<file path="src/rtl/serial_mag_compare_pkg.sv">
// Shared types for the serial magnitude comparator: FSM state encoding and
// the one-hot {lt,gt,eq} result words.
package cmp_pkg;

  typedef enum logic [1:0] {
    IDLE,
    SCAN,
    DONE
  } state_t;

  localparam logic [2:0] RES_NONE = 3'b000;
  localparam logic [2:0] RES_LT   = 3'b100;
  localparam logic [2:0] RES_GT   = 3'b010;
  localparam logic [2:0] RES_EQ   = 3'b001;

  function automatic logic [2:0] res_from_bits(input logic lt_bit, input logic gt_bit);
    if (lt_bit) begin
      return RES_LT;
    end else if (gt_bit) begin
      return RES_GT;
    end
    return RES_EQ;
  endfunction

endpackage

</file>
<file path="src/rtl/serial_mag_compare_bit_cmp_cell.sv">
// Single-bit combinational magnitude cell: exactly one of lt/gt/eq is high.
module bit_cmp_cell (
  input  logic a,
  input  logic b,
  output logic lt,
  output logic gt,
  output logic eq
);

  assign lt = ~a &  b;
  assign gt =  a & ~b;
  assign eq = ~(a ^ b);

endmodule

</file>
<file path="src/rtl/serial_mag_compare.sv">
// MSB-first serial magnitude comparator with valid/ready in and out.
// Define SIGNED_CMP_EN to treat operands as two's complement.
module serial_mag_compare
  import cmp_pkg::*;
#(
  parameter  int unsigned W     = 8,
  localparam int unsigned IDX_W = $clog2(W)
) (
  input  logic             clk,
  input  logic             rst,
  input  logic             in_valid,
  output logic             in_ready,
  input  logic [W-1:0]     a,
  input  logic [W-1:0]     b,
  output logic             out_valid,
  input  logic             out_ready,
  output logic             lt,
  output logic             gt,
  output logic             eq,
  output logic [IDX_W-1:0] pos
);

  state_t           state_q, state_d;
  logic [W-1:0]     a_q, a_d;
  logic [W-1:0]     b_q, b_d;
  logic [IDX_W-1:0] idx_q, idx_d;
  logic [IDX_W-1:0] pos_q, pos_d;
  logic [2:0]       res_q, res_d;
  logic             in_ready_q, in_ready_d;
  logic             out_valid_q, out_valid_d;

  logic cell_lt, cell_gt, cell_eq;
  logic lt_bit, gt_bit;

  bit_cmp_cell u_cell (
    .a  (a_q[idx_q]),
    .b  (b_q[idx_q]),
    .lt (cell_lt),
    .gt (cell_gt),
    .eq (cell_eq)
  );

`ifdef SIGNED_CMP_EN
  // A set sign bit marks the negative operand, so the cell's sense flips there only.
  logic sign_step;
  assign sign_step = (idx_q == IDX_W'(W - 1));
  assign lt_bit    = sign_step ? cell_gt : cell_lt;
  assign gt_bit    = sign_step ? cell_lt : cell_gt;
`else
  assign lt_bit = cell_lt;
  assign gt_bit = cell_gt;
`endif

  always_comb begin
    state_d     = state_q;
    a_d         = a_q;
    b_d         = b_q;
    idx_d       = idx_q;
    pos_d       = pos_q;
    res_d       = res_q;
    out_valid_d = out_valid_q;
    case (state_q)
      IDLE: begin
        if (in_valid && in_ready_q) begin
          a_d     = a;
          b_d     = b;
          idx_d   = IDX_W'(W - 1);
          state_d = SCAN;
        end
      end
      SCAN: begin
        if (!cell_eq) begin
          res_d       = res_from_bits(lt_bit, gt_bit);
          pos_d       = idx_q;
          out_valid_d = 1'b1;
          state_d     = DONE;
        end else if (idx_q == '0) begin
          res_d       = RES_EQ;
          pos_d       = '0;
          out_valid_d = 1'b1;
          state_d     = DONE;
        end else begin
          idx_d = idx_q - IDX_W'(1);
        end
      end
      DONE: begin
        if (out_ready) begin
          res_d       = RES_NONE;
          pos_d       = '0;
          out_valid_d = 1'b0;
          state_d     = IDLE;
        end
      end
      default: begin
        state_d = IDLE;
      end
    endcase
    in_ready_d = (state_d == IDLE);
  end

  always_ff @(posedge clk or posedge rst) begin
    if (rst) begin
      state_q     <= IDLE;
      a_q         <= '0;
      b_q         <= '0;
      idx_q       <= '0;
      pos_q       <= '0;
      res_q       <= RES_NONE;
      in_ready_q  <= 1'b0;
      out_valid_q <= 1'b0;
    end else begin
      state_q     <= state_d;
      a_q         <= a_d;
      b_q         <= b_d;
      idx_q       <= idx_d;
      pos_q       <= pos_d;
      res_q       <= res_d;
      in_ready_q  <= in_ready_d;
      out_valid_q <= out_valid_d;
    end
  end

  assign in_ready     = in_ready_q;
  assign out_valid    = out_valid_q;
  assign {lt, gt, eq} = res_q;
  assign pos          = pos_q;

endmodule

</file>
<file path="config.mk">
export PLATFORM = sky130hd
export DESIGN_NAME = serial_mag_compare
export DESIGN_NICKNAME = d
export VERILOG_FILES = /design/src/rtl/serial_mag_compare_pkg.sv /design/src/rtl/serial_mag_compare_bit_cmp_cell.sv /design/src/rtl/serial_mag_compare.sv
export SDC_FILE = /design/constraint.sdc
export NUM_CORES = 1
export LEC_CHECK = 0
export ABC_AREA = 1
export ABC_CLOCK_PERIOD_IN_PS = 5000
export CAP_MARGIN = 5
export CORE_UTILIZATION = 45
export DETAILED_ROUTE_END_ITERATION = 6
export GPL_TIMING_DRIVEN = 1
export PLACE_DENSITY = 0.69
export SYNTH_ARGS = -nofsm -noshare
export SYNTH_HDL_FRONTEND = slang
export SYNTH_SLANG_ARGS = --single-unit
</file>
<file path="constraint.sdc">
create_clock -name clk -period 5 [get_ports clk]
set_input_delay 0.5 -clock clk [delete_from_list [all_inputs] [get_ports clk]]
set_output_delay 0.5 -clock clk [all_outputs]
set_load 0.02 [all_outputs]
</file>
## Yosys cells after proc, flatten, opt, wreduce, memory -nomap -nowiden

Cells that the tools add are included.

| word-level totals | value |
|---|---|
| bits of input ports | 20 |
| word-level logic and storage cells | 62 |
| flip-flop bits (word level) | 29 |

| cells by class | value |
|---|---|
| $add $sub $neg | 1 |
| bitwise logic cells | 5 |
| magnitude comparators | 1 |
| reductions and logical operators | 9 |
| eq/ne operators | 7 |
| mux-type cells | 31 |

Operator list:

| operator | number |
|---|---|
| 3-bit 2-to-1 mux | 11 |
| 3-bit case mux with 2 select lines | 3 |
| 1-bit 2-to-1 mux | 9 |
| 2-bit 2-to-1 mux | 4 |
| 2-bit inequality test (second input constant) | 4 |
| 1-bit binary-select mux with 3-bit select | 2 |
| 2-bit case mux with 3 select lines | 1 |
| 2-bit zero test | 2 |
| 3-bit by 4-bit less-than comparator with 1-bit output (second input constant) | 1 |
| 4-bit AND reduction | 1 |
| 2-bit nonzero test | 2 |
| 3-bit zero test | 1 |
| 3-bit inequality test (second input constant) | 1 |
| 3-bit AND reduction | 1 |
| 3-bit by 1-bit subtractor with 3-bit output (second input constant) | 1 |
| 1-bit AND | 2 |
| 2-bit by 1-bit == test with 1-bit output (second input constant) | 1 |
| 2-bit == test (second input constant) | 1 |
| 1-bit inverter | 2 |
| 1-bit case mux with 2 select lines | 1 |
| 2-bit AND reduction | 1 |
| 1-bit logical AND | 1 |
| 1-bit bitwise XOR | 1 |

## Longest topological paths before layout

| depth | value |
|---|---|
| depth after elaboration | 11 |
| depth in mapped cells | 16 |
| depth with buffers taken out | 15 |

## Hierarchy

From an unflattened synthesis, not the netlist that was laid out.

| unflattened totals | value |
|---|---|
| cell total of the unflattened synthesis | 202 |
| area, all modules | 1521.5 µm² |

Modules (own cells, without submodules):

| module | cells an instance | area an instance (µm²) | times used |
|---|---|---|---|
| serial_mag_compare | 198 | 1488.9 | 1 |
| bit_cmp_cell | 4 | 32.5 | 1 |

## Least setup slack after synthesis

No wires, ideal clock.

| timing path | value |
|---|---|
| path type | register to register |
| start | reg idx_q[0] |
| end | reg out_valid_q (netlist: out_valid) |
| arrival | 1.695 ns |
| cell stages (with the launch flop) | 14 |
| slack | 3.185 ns |
| path buffers | 2 |
| setup time | 0.119 ns |
| cell sequence | dfrtp_1 -> buf_6 -> nor2_1 -> nor2_1 -> nand2_1 -> nand2_1 -> nand2_1 -> nand2_1 -> ha_1 -> nand3_2 -> nand3_4 -> buf_12 -> nand2_1 -> o21ai_2 |

| on the way | value |
|---|---|
| longest elaborated chain between the ends | 5 |
| elaborated cells between the ends (all ways) | 10 |
| those cells by class | 1 x eq/ne; 6 x mux; 1 x bitwise; 2 x reduce/logical |

Ends and longest elaborated chain:

| what | RTL line | RTL |
|---|---|---|
| start: declaration | serial_mag_compare.sv:26 | `logic [IDX_W-1:0] idx_q, idx_d;` |
| start signal: assignment | serial_mag_compare.sv:115 | `idx_q <= idx_d;` |
| 1-bit binary-select mux with 3-bit select (on tied branches) | serial_mag_compare.sv:36, serial_mag_compare.sv:37 |  |
| 1-bit 2-to-1 mux (on tied branches) | serial_mag_compare.sv:36, serial_mag_compare.sv:37 |  |
| 1-bit bitwise XOR | serial_mag_compare_bit_cmp_cell.sv:12 | `assign eq = ~(a ^ b);` |
| 3-bit inequality test (no source line) or 1-bit 2-to-1 mux (tied branches) | - |  |
| 3-bit AND reduction (no source line) or 1-bit case mux with 2 select lines (tied branches) | - |  |
| end signal: assignment | serial_mag_compare.sv:119 | `out_valid_q <= out_valid_d;` |
| end: declaration | serial_mag_compare.sv:30 | `logic out_valid_q, out_valid_d;` |

Parallel ways exist; a longest one is shown, timed or not. The select of a mux whose other input is x is not followed.
A chain may end at the register's enable or synchronous reset.

## Final worst setup path

| timing path | value |
|---|---|
| start | reg idx_q[0] |
| end | reg pos_q[2] (netlist: pos[2]) |

| on the way | value |
|---|---|
| longest elaborated chain between the ends | 5 |
| elaborated cells between the ends (all ways) | 10 |
| those cells by class | 1 x eq/ne; 6 x mux; 1 x bitwise; 2 x reduce/logical |

Ends and longest elaborated chain:

| what | RTL line | RTL |
|---|---|---|
| 1-bit binary-select mux with 3-bit select (on tied branches) | serial_mag_compare.sv:36, serial_mag_compare.sv:37 |  |
| 1-bit 2-to-1 mux (on tied branches) | serial_mag_compare.sv:36, serial_mag_compare.sv:37 |  |
| 1-bit bitwise XOR | serial_mag_compare_bit_cmp_cell.sv:12 |  |
| 3-bit inequality test (no source line) or 3-bit 2-to-1 mux (tied branches) | - |  |
| 3-bit AND reduction (no source line) or 3-bit case mux with 2 select lines (tied branches) | - |  |
| end signal: assignment | serial_mag_compare.sv:116 | `pos_q <= pos_d;` |
| end: declaration | serial_mag_compare.sv:27 | `logic [IDX_W-1:0] pos_q, pos_d;` |

Parallel ways exist; a longest one is shown, timed or not. The select of a mux whose other input is x is not followed.

==> key figures <==
Run status
  • Status: completed

Die
  • CORE AREA: 3390 sq um
  • Top Ports: 28
  • Starting density of the core: 47.5%
  • Die W: 61.8 um
  • DIE AREA: 3820 sq um
  • Vert. Die Dim: just over 60 um
  • Row cnt: 21

Synthesis
  • Seq/Total Area, Yosys: 45.0%
  • Cells after Synth: 181
  • FF+latch count, synth: 29
  • Syn Std Cell Area: approximately 1600 sq um
  • Yosys cell types: 23
  • Post-synth net total: approximately 210
  • Avg Inst Size Synth: 8.90 sq um
  • Warnings from Yosys: 0

Cells and area
  • Final nets: 237
  • Multi-input gate area: 733 sq um
  • Post-layout util: 57.5%
  • Synth-to-layout area growth: 20.9%
  • Share of post-route cells with drive strength above 1: 14.4%
  • Diode count: 0
  • Sequential cell area: 726 sq um
  • Fillers: 295

GRT
  • Total GRT Usage: 18.1%
  • Largest net degree at the start of global routing: 30
  • First-pass GRT wire length: 4910 um
  • Gr ovfl total: 0
  • Vias in the first global route: about 1200
  • Initial antenna violation count: 0

Clock network
  • H-tree depth: 2
  • Post-cts sizing count: 0
  • CTS tree: done
  • Max Root-Sink Buffers: 2
  • Hold buffer count at cts: 0
  • CTS sink count: 29
  • Post-CTS Setup Inserts: 0
  • Clock slew seen by the registers of the worst setup and hold paths: 90 ps
  • Worst skew pair latency: 330 ps
  • Num CTS Buffers: 5
  • Clk root buf: clkbuf_4

Routing
  • # DRC: 0
  • Via density per instance: 4.71
  • Total wire length: 2850 um
  • DRT antenna net count: 0
  • WL/cell: ~11 um
  • Total number of vias: 1202
  • Drt first pass iters: 4
  • DRT iter0 DRCs: 39

Critical path
  • Crit-path cells: inv_2 -> o21ai_0 -> nand2_1 -> nand2_1 -> nand2_1 -> ha_1 -> nand3_2 -> nand3_4 -> nand2_1 -> o21ai_2
  • Top Family by Delay on Critical Path: flip-flops
  • Critical Path Max Stage Delay: approximately 630 ps
  • Internal reg-to-reg setup slack: ~2900 ps
  • WS Path Type: reg2reg
  • Required @ worst endpoint: 5210 ps
  • Most repeated library cell on the critical path: nand2_1
  • Crit-path slowest cell: dfrtp_1
  • Crit Path Max Fanout: 15
  • Worst setup EP type: flip-flop
  • Critical Path AT: 2360 ps
  • Worst Setup Start Kind: flip-flop
  • Crit path buf inv count: 1

STA
  • Setup repair after global routing missed its margin: no
  • Clk_skew: 10.4 ps
  • Final period util: 42.9%
  • Hold Fails Final Rpt: 0
  • Total Neg Setup Slack: 0 ps
  • Final setup violating endpoints: 0
  • Highest Clock Rate: 466 MHz
  • Crit path time final: between 2000 and 2500 ps
  • Slew @ Worst Pin: 1070 ps
  • Fin. max-slew vios: 0
  • Slew headroom: about 28%

Placed design
  • PortBufs: 27
  • Post-DP HPWL: about 2100 um
  • Global placer's final weighted congestion: 0.867

Pwr
  • Worst-case vdd ir drop: roughly 0.27 mV
  • PD cells: 687 nW/um^2
  • Leakage Power: a little under 1 nW

Job
  • Max cap viols: 0

Worst hold path
  • Hold Path Class: reg2reg
## worst paths after layout
| kind | start | endpoint | cells after the start |
|---|---|---|---|
| setup / recovery | idx_q[0] | pos[2] | 10 |
| hold reg to reg | pos[1] | pos[1] | 2 |
| setup reg to reg | idx_q[0] | pos[2] | 10 |
| hold / removal | pos[1] | pos[1] | 2 |
| min in group asynchronous | rst | a_q[3] | 2 |
| max in group asynchronous | rst | out_valid | 2 |
## Yosys cell counts, drive strengths merged
cell type | count | area share (%)
mux2 | 9 | 7.5
clkbuf | 1 | 0.31
o211ai | 1 | 0.47
nand2 | 54 | 13
nand3 | 13 | 5.9
nor2 | 14 | 3.3
ha | 8 | 6.2
inv | 23 | 5.5
dfrtp | 29 | 45
xnor2 | 1 | 0.54
a21oi | 8 | 2.5
buf | 5 | 3.6
o21ai | 15 | 6.3
## worst min-delay path, delay by kind of cell, from the launching register on
family	cells	cell delay, ps
compound gates	1	50
flops	1	350
simple gates	1	60
## metrics by stage
step	power [mW]	setup WS, ps	hold WS (ps)	cell area (sq um)	std cells
final	1.34	2850	485	1950	255
after global routing	1.49	2510	509	1950	255
after CTS	1.36	2840	490	1950	255
after detailed placement	1.17	2880	470	1880	248
after global placement	1.14	2930	466	1880	248
after floorplan	1.05	3190	474	1610	181
## power by group
part	internal, mW	switching, mW
Clock	0.102	0.0776
Sequential	0.346	0.0885
Combinational	0.310	0.416
Total	0.757	0.582
## layer usage
layer | share of wire [%] | GRT usage [%] | wire length (um)
met5 | 0 | 0 | 0
met4 | 1.0 | 8.25 | 29
met3 | 4.1 | 6.42 | 118
met2 | 49 | 30.4 | 1400
met1 | 46 | 20.6 | 1300
## cell usage in the layout (no fill, tap or decap)
| cell | instances |
|---|---|
| nand2_2 | 2 |
| xnor2_1 | 1 |
| o211ai_1 | 1 |
| o21ai_0 | 6 |
| nand3_2 | 1 |
| clkinv_2 | 1 |
| nand3_4 | 2 |
| inv_1 | 21 |
| clkdlybuf4s50_1 | 27 |
| inv_2 | 1 |
| nor2_1 | 14 |
| o21ai_2 | 7 |
| inv_4 | 1 |
| dfrtp_1 | 29 |
| a21oi_1 | 8 |
| nand2_1 | 52 |
| mux2_4 | 5 |
| mux2_2 | 4 |
| bufinv_16 | 1 |
| nand3_1 | 10 |
| ha_1 | 8 |
| o21ai_1 | 2 |
| clkbuf_4 | 5 |
## kinds of logic after synthesis
family,count (synthesis),synth area share [%]
AOI/OAI and AO/OA,24,9.24
adders and majority gates,8,6.21
xor gates and xnor gates,1,0.544
and+or+nand+nor,81,22.0
buffers and inverters,29,9.47
DFF,29,45.0
muxes,9,7.45
## flip-flops by register name, summed over array words and instances, names as in the netlist
| signal | cells |
|---|---|
| state_q | 2 |
| pos | 3 |
| b_q | 8 |
| a_q | 8 |
| out_valid | 1 |
| in_ready | 1 |
| res_q | 3 |
| idx_q | 3 |
## cell type report
class	count	area share, %
clock inverter	2	1.80
timing repair buffer	27	13.9
tap	46	2.95
sequential	29	37.3
inverter	23	4.56
multi-input combinational	123	37.6
clock buffer	5	1.93
(Power assumes the default switching activity.)
